**config.mk**
```make
export PLATFORM = sky130hd
export DESIGN_NAME = stack_arbiter_ctrl
export DESIGN_NICKNAME = d
export VERILOG_FILES = /design/src/rtl/stack_pkg.sv /design/src/rtl/rr_arbiter2.sv /design/src/rtl/stack_arbiter_ctrl.sv
export SDC_FILE = /design/constraint.sdc
export NUM_CORES = 1
export LEC_CHECK = 0
export CORE_MARGIN = 2
export CORE_UTILIZATION = 37
export CTS_BUF_LIST = sky130_fd_sc_hd__clkbuf_8 sky130_fd_sc_hd__clkbuf_16
export CTS_CLUSTER_SIZE = 14
export DETAILED_ROUTE_END_ITERATION = 10
export HOLD_SLACK_MARGIN = 0.1
export PLACE_DENSITY = 0.88
export SYNTH_ARGS = -nofsm -noshare
export SYNTH_HDL_FRONTEND = slang
export SYNTH_HIERARCHICAL = 1
export SYNTH_SLANG_ARGS = --single-unit
```
**constraint.sdc**
```tcl
create_clock -name clk -period 1.7 [get_ports clk]
set_input_delay 0.255 -clock clk [delete_from_list [all_inputs] [get_ports clk]]
set_output_delay 0.255 -clock clk [all_outputs]
set_load 0.05 [all_outputs]
```
**src/rtl/stack_pkg.sv**
```systemverilog
// Shared types and constants for the stack sequencer/arbiter slice.
package stack_pkg;

    typedef enum logic [2:0] {
        IDLE,
        WRITE,
        READ,
        READ_WAIT,
        REJECT
    } stack_state_t;

    localparam logic OP_PUSH    = 1'b0;
    localparam logic OP_POP     = 1'b1;
    localparam int   RD_LATENCY = 1;

    function automatic logic [1:0] onehot2(input logic idx);
        return idx ? 2'b10 : 2'b01;
    endfunction

endpackage

```
**src/rtl/rr_arbiter2.sv**
```systemverilog
// Two-input round-robin arbiter: combinational grant, registered priority pointer.
module rr_arbiter2 (
    input  logic       clk,
    input  logic       reset,
    input  logic [1:0] req_i,
    input  logic       advance_i,
    output logic [1:0] gnt_o
);

    logic ptrQ;
    logic ptrD;

    // ptrQ names the requester that wins the next tie; it moves away from whoever was just served.
    always_comb begin
        gnt_o = req_i;
        if (req_i == 2'b11) begin
            gnt_o = ptrQ ? 2'b10 : 2'b01;
        end
    end

    assign ptrD = (advance_i && (gnt_o != 2'b00)) ? gnt_o[0] : ptrQ;

    always_ff @(posedge clk or negedge reset) begin
        if (!reset) begin
            ptrQ <= 1'b0;
        end else begin
            ptrQ <= ptrD;
        end
    end

endmodule

```
**src/rtl/stack_arbiter_ctrl.sv**
```systemverilog
// Stack RAM sequencer shared by the control unit (req 0) and interrupt unit (req 1).
// Optional high-water-mark tracking is enabled with `define STACK_WATERMARK_EN.
module stack_arbiter_ctrl
    import stack_pkg::*;
#(
    parameter int DATA_W = 16,
    parameter int DEPTH  = 4,
    parameter int AW     = $clog2(DEPTH)
) (
    input  logic                clk,
    input  logic                reset,
    input  logic                flush,
    input  logic [1:0]          req,
    input  logic [1:0]          op,
    input  logic [2*DATA_W-1:0] wdata,
    output logic [1:0]          gnt,
    output logic [1:0]          done,
    output logic                err,
    output logic [DATA_W-1:0]   rdata,
    output logic                mem_we,
    output logic                mem_re,
    output logic [AW-1:0]       mem_addr,
    output logic [DATA_W-1:0]   mem_wdata,
    input  logic [DATA_W-1:0]   mem_rdata,
    output logic [AW:0]         sp,
    output logic                is_full,
    output logic                is_empty
`ifdef STACK_WATERMARK_EN
    ,
    input  logic                hwm_clr,
    output logic [AW:0]         hwm
`endif
);

    localparam logic [AW:0] FULL_SP = (AW+1)'(DEPTH);

    stack_state_t        stateQ, stateD;
    logic [AW:0]         spQ, spD;
    logic                winQ, winD;
    logic [1:0]          gntQ, gntD;
    logic [1:0]          doneQ, doneD;
    logic                errQ, errD;
    logic                memWeQ, memWeD;
    logic                memReQ, memReD;
    logic [AW-1:0]       memAddrQ, memAddrD;
    logic [DATA_W-1:0]   memWdataQ, memWdataD;
    logic [DATA_W-1:0]   rdataQ, rdataD;
    logic [1:0]          arbGnt;
    logic                arbAdvance;
    logic                arbWin;
    logic [DATA_W-1:0]   winData;

    assign arbAdvance = (stateQ == IDLE) && !flush && (req != 2'b00);
    assign arbWin     = arbGnt[1];
    assign winData    = arbWin ? wdata[2*DATA_W-1:DATA_W] : wdata[DATA_W-1:0];

    rr_arbiter2 uArb (
        .clk       (clk),
        .reset     (reset),
        .req_i     (req),
        .advance_i (arbAdvance),
        .gnt_o     (arbGnt)
    );

    always_comb begin
        stateD    = stateQ;
        spD       = spQ;
        winD      = winQ;
        gntD      = 2'b00;
        doneD     = 2'b00;
        errD      = 1'b0;
        memWeD    = 1'b0;
        memReD    = 1'b0;
        memAddrD  = memAddrQ;
        memWdataD = memWdataQ;
        rdataD    = rdataQ;
        case (stateQ)
            IDLE: begin
                if (req != 2'b00) begin
                    winD = arbWin;
                    gntD = arbGnt;
                    if ((op[arbWin] == OP_PUSH && spQ == FULL_SP) ||
                        (op[arbWin] == OP_POP && spQ == '0)) begin
                        stateD = REJECT;
                        doneD  = arbGnt;
                        errD   = 1'b1;
                    end else if (op[arbWin] == OP_PUSH) begin
                        stateD    = WRITE;
                        doneD     = arbGnt;
                        memWeD    = 1'b1;
                        memAddrD  = spQ[AW-1:0];
                        memWdataD = winData;
                    end else begin
                        stateD   = READ;
                        memReD   = 1'b1;
                        memAddrD = AW'(spQ - 1'b1);
                    end
                end
            end
            WRITE: begin
                spD    = spQ + 1'b1;
                stateD = IDLE;
            end
            READ: begin
                spD    = spQ - 1'b1;
                doneD  = onehot2(winQ);
                stateD = READ_WAIT;
            end
            READ_WAIT: begin
                rdataD = mem_rdata;
                stateD = IDLE;
            end
            REJECT: stateD = IDLE;
            default: stateD = IDLE;
        endcase
        // Flush wins over every transition; a flushed READ never reaches READ_WAIT.
        if (flush) begin
            stateD = IDLE;
            spD    = '0;
            gntD   = 2'b00;
            doneD  = 2'b00;
            errD   = 1'b0;
            memWeD = 1'b0;
            memReD = 1'b0;
        end
    end

    always_ff @(posedge clk or negedge reset) begin
        if (!reset) begin
            stateQ    <= IDLE;
            spQ       <= '0;
            winQ      <= 1'b0;
            gntQ      <= 2'b00;
            doneQ     <= 2'b00;
            errQ      <= 1'b0;
            memWeQ    <= 1'b0;
            memReQ    <= 1'b0;
            memAddrQ  <= '0;
            memWdataQ <= '0;
            rdataQ    <= '0;
        end else begin
            stateQ    <= stateD;
            spQ       <= spD;
            winQ      <= winD;
            gntQ      <= gntD;
            doneQ     <= doneD;
            errQ      <= errD;
            memWeQ    <= memWeD;
            memReQ    <= memReD;
            memAddrQ  <= memAddrD;
            memWdataQ <= memWdataD;
            rdataQ    <= rdataD;
        end
    end

    // The RAM answers during READ_WAIT, so rdata forwards it there to line up with done.
    assign rdata     = (stateQ == READ_WAIT) ? mem_rdata : rdataQ;
    assign done      = doneQ | ((flush && stateQ == READ) ? onehot2(winQ) : 2'b00);
    assign err       = errQ | (flush && stateQ != IDLE);
    assign gnt       = gntQ;
    assign mem_we    = memWeQ;
    assign mem_re    = memReQ;
    assign mem_addr  = memAddrQ;
    assign mem_wdata = memWdataQ;
    assign sp        = spQ;
    assign is_full   = (spQ == FULL_SP);
    assign is_empty  = (spQ == '0);

`ifdef STACK_WATERMARK_EN
    logic [AW:0] hwmQ;

    always_ff @(posedge clk or negedge reset) begin
        if (!reset) begin
            hwmQ <= '0;
        end else if (hwm_clr) begin
            hwmQ <= '0;
        end else if (spQ > hwmQ) begin
            hwmQ <= spQ;
        end
    end

    assign hwm = hwmQ;
`endif

endmodule

```
==> summary.txt <==
Layout
  – Share of cells above drive strength 1: 36.7%
  – # fillers: roughly 460
  – Area Overhead vs Synth: 72.4%
  – # diodes: 0
  – Total Nets Final: about 370
  – Layout Utilization: between 60% and 70%

Setup path
  – WS Path Type: flop to primary output
  – Worst EP required: 1440 ps
  – Worst setup SP type: flop
  – CP max FO: 16
  – CP Capture Type: primary output
  – Worst Path Arrival: around 1600 ps

Timing
  – Max Clock Freq: approximately 0.55 GHz
  – Clk_skew: around 3.7 ps
  – Fin. Hold Viols: 0
  – RSZ-0062 raised after global routing: yes
  – Final period utilization: 107%
  – Setup TNS: -1860 ps
  – Slew Limit Fails: 0
  – Worst Slack Setup Final: -117 ps
  – Fin crit period: between 1500 and 2000 ps
  – Worst slew pin tran: 416 ps
  – Max-Slew Margin vs Limit: between 70% and 80%
  – # setup viols final: 19

Power
  – Leakage power: 1.76 nW
  – P_sw: between 0.003 and 0.004 W
  – Clk pwr share: under 10%
  – Sequential share of power: between 20% and 30%
  – IR drop worst, VDD: roughly 1100 uV
  – PwrDens: between 1500 and 2000 nW/um^2
  – Switching Share: 45.7%
  – Internal: about 0.004 W
  – Combinational share of power: approximately 66%

Synthesis
  – Syn avg cell area: 11.5 um^2
  – Synth warn: 6
  – Post-Syn Instances: about 190
  – Net count after synthesis: 250
  – Seq/Total Area, Yosys: around 56%
  – FF+latch count, synth: 49
  – Post-Synthesis Cell Area: 2200 um^2
  – Unique cell type count in the Yosys netlist: 32

Outcome
  – Status: finished, violations left
  – Failing checks: negative setup slack

Route
  – Routed via count: approximately 1800
  – 1st-iter DRT viols: slightly above 80
  – Routed len/inst: approximately 15 um
  – Post-route ant nets: 0
  – DRC viols: 0
  – Vias per std cell: between 4 and 5
  – Routed wire length: roughly 5600 um
  – DR pass1 iterations: 4

Global routing
  – First-pass GRT wire length: approximately 8300 um
  – Pin count of the biggest net entering global routing: 33
  – Initial antenna violation count: 0
  – Number of global-route vias before repair: between 1500 and 2000
  – GRT overflow: 0
  – Total GRT Usage: around 17%

Clocking
  – H-tree Lvls: 2
  – CTS Buf Count: 5
  – Clk Tree Root Cell: clkbuf_8
  – Clock-pin slew on the worst setup and hold paths: approximately 80 ps
  – CTS tree: built
  – Clock Sinks: 49
  – CTS Buffer Depth: 2
  – Worst skew pair latency: 300 ps

Placement
  – Pre-CTS setup slack: -364 ps
  – DPL Wire Length: roughly 4100 um
  – Port bufs: 100
  – Routability Congestion: approximately 0.8

Floorplan
  – # IOs: approximately 100
  – Initial Utilization: 37.7%
  – Core ar.: roughly 5900 um^2
  – Die height: between 80 and 90 um
  – Die W: around 80 um
  – Row Count: 28
  – Die Area: about 6600 um^2

Run
  – Max-cap viol count: 0

Hold path
  – Min-Delay Path Class: input port to flop
## routing by layer
layer / GRT usage, % / routed length (um) / vias to the layer above / share of wire (%)
li1: - / - / 903 / -
met1: 20.9 / 2280 / 879 / 40
met2: 28.2 / 2960 / 55 / 52
met3: 4.11 / 321 / 6 / 5.7
met4: 6.27 / 81 / 0 / 1.4
met5: 0 / 0 / - / 0
## per-stage QoR
stage                     instance area, um^2  power (W)  hold WS, ps  std cells
after floorplan                          2220    0.00450        -40.6        192
after global placement                   3560    0.00639          206        372
after detailed placement                 3560    0.00649          211        372
after CTS                                3710    0.00723          381        382
after global routing                     3800    0.00770          421        388
final                                    3800    0.00734          395        388
## power by group through the flow
stage               sequential, W  clock [W]  combinational, W
global route              0.00194   0.000712           0.00505
finish                    0.00188   0.000634           0.00483
global placement          0.00189          0           0.00450
CTS                       0.00188   0.000649           0.00470
detailed placement        0.00191          0           0.00458
floorplan                 0.00269          0           0.00181
## synthesized netlist by cell type
cell	instances	share of area [%]
nor2_1	8	1.4
a41o_1	1	0.45
o21ai_1	1	0.23
buf_4	1	0.34
nand4_1	1	0.28
or2_2	2	0.57
inv_1	5	0.85
nand3b_1	5	1.7
a31oi_1	2	0.57
nand3_1	4	0.91
a21oi_1	8	1.8
nand2_1	23	3.9
dfrtp_1	49	56
ha_1	3	1.7
clkbuf_1	4	0.68
nor3_2	1	0.45
or3b_2	1	0.40
and2_1	1	0.28
xnor2_1	3	1.2
a21oi_2	1	0.40
nor2b_1	1	0.28
buf_2	4	0.91
a21boi_1	1	0.34
a21boi_0	1	0.34
o21ai_0	17	3.9
mux2i_1	16	7.3
o21bai_1	2	0.68
xnor2_2	1	0.74
nor3_1	1	0.23
mux2i_4	1	1.0
mux2_2	18	9.2
and3_1	5	1.4
## registers in the layout, summed over array words and instances (netlist names)
name	count
stateQ	3
gnt	2
mem_we	1
uArb/ptrQ	1
errQ	1
mem_re	1
rdataQ	16
winQ	1
doneQ	2
sp	3
mem_addr	2
mem_wdata	16
## worst paths after layout
kind,depth (start not counted),from,slack [ps],end
setup / recovery,4,stateQ[2],-120,rdata[12]
min in group asynchronous,2,reset,430,mem_addr[1]
setup reg to reg,5,stateQ[2],30,mem_addr[1]
max in group asynchronous,3,reset,670,stateQ[2]
hold reg to reg,2,mem_wdata[3],480,mem_wdata[3]
hold / removal,3,req[1],390,uArb/ptrQ
## worst max-delay path: stages (launching register included)
cell and delay [ps]:
dfrtp_2 410, nand3b_1 190, buf_12 180, mux2_4 320, buf_12 150
## layout by cell type (no fill, tap or decap), types with 3 or more instances in the layout
cell	n
nand3_1	3
buf_4	40
and3_1	5
a21oi_1	8
mux2i_1	16
clkdlybuf4s50_1	52
dfrtp_2	3
buf_12	24
o21ai_0	10
nand3b_1	5
nor2_1	6
buf_6	4
mux2_4	3
xnor2_1	3
dfrtp_1	46
inv_2	3
o21ai_1	8
mux2_2	15
nand2_1	22
clkbuf_8	5
## final cells by class
| type | instances | area [um^2] | area share, % |
|---|---|---|---|
| Multi-Input combinational cell | 129 | 988 | 26.0 |
| Clock inverter | 1 | 5.00 | 0.132 |
| Tap cell | 75 | 93.8 | 2.47 |
| Inverter | 5 | 18.8 | 0.494 |
| Sequential cell | 49 | 1230 | 32.4 |
| Timing Repair Buffer | 124 | 1400 | 36.7 |
| Clock buffer | 5 | 68.8 | 1.81 |
## what timing repair did
item,CTS,global route
hold buffers,1,0
hold endpoints to repair,17,0
buffers inserted,3,4
setup endpoints to repair,23,39
pin swaps,5,7
resized for setup,12,14
cloned,0,2
## cells by family after synthesis
kind of cell | share of synthesized area [%]
xor+xnor | 1.93
simple gates | 11.8
flops | 55.6
fa+ha+maj | 1.70
mux | 17.5
buf+inv | 2.78
compound gates | 8.68
No activity file was read; power rests on OpenSTA's default activity.
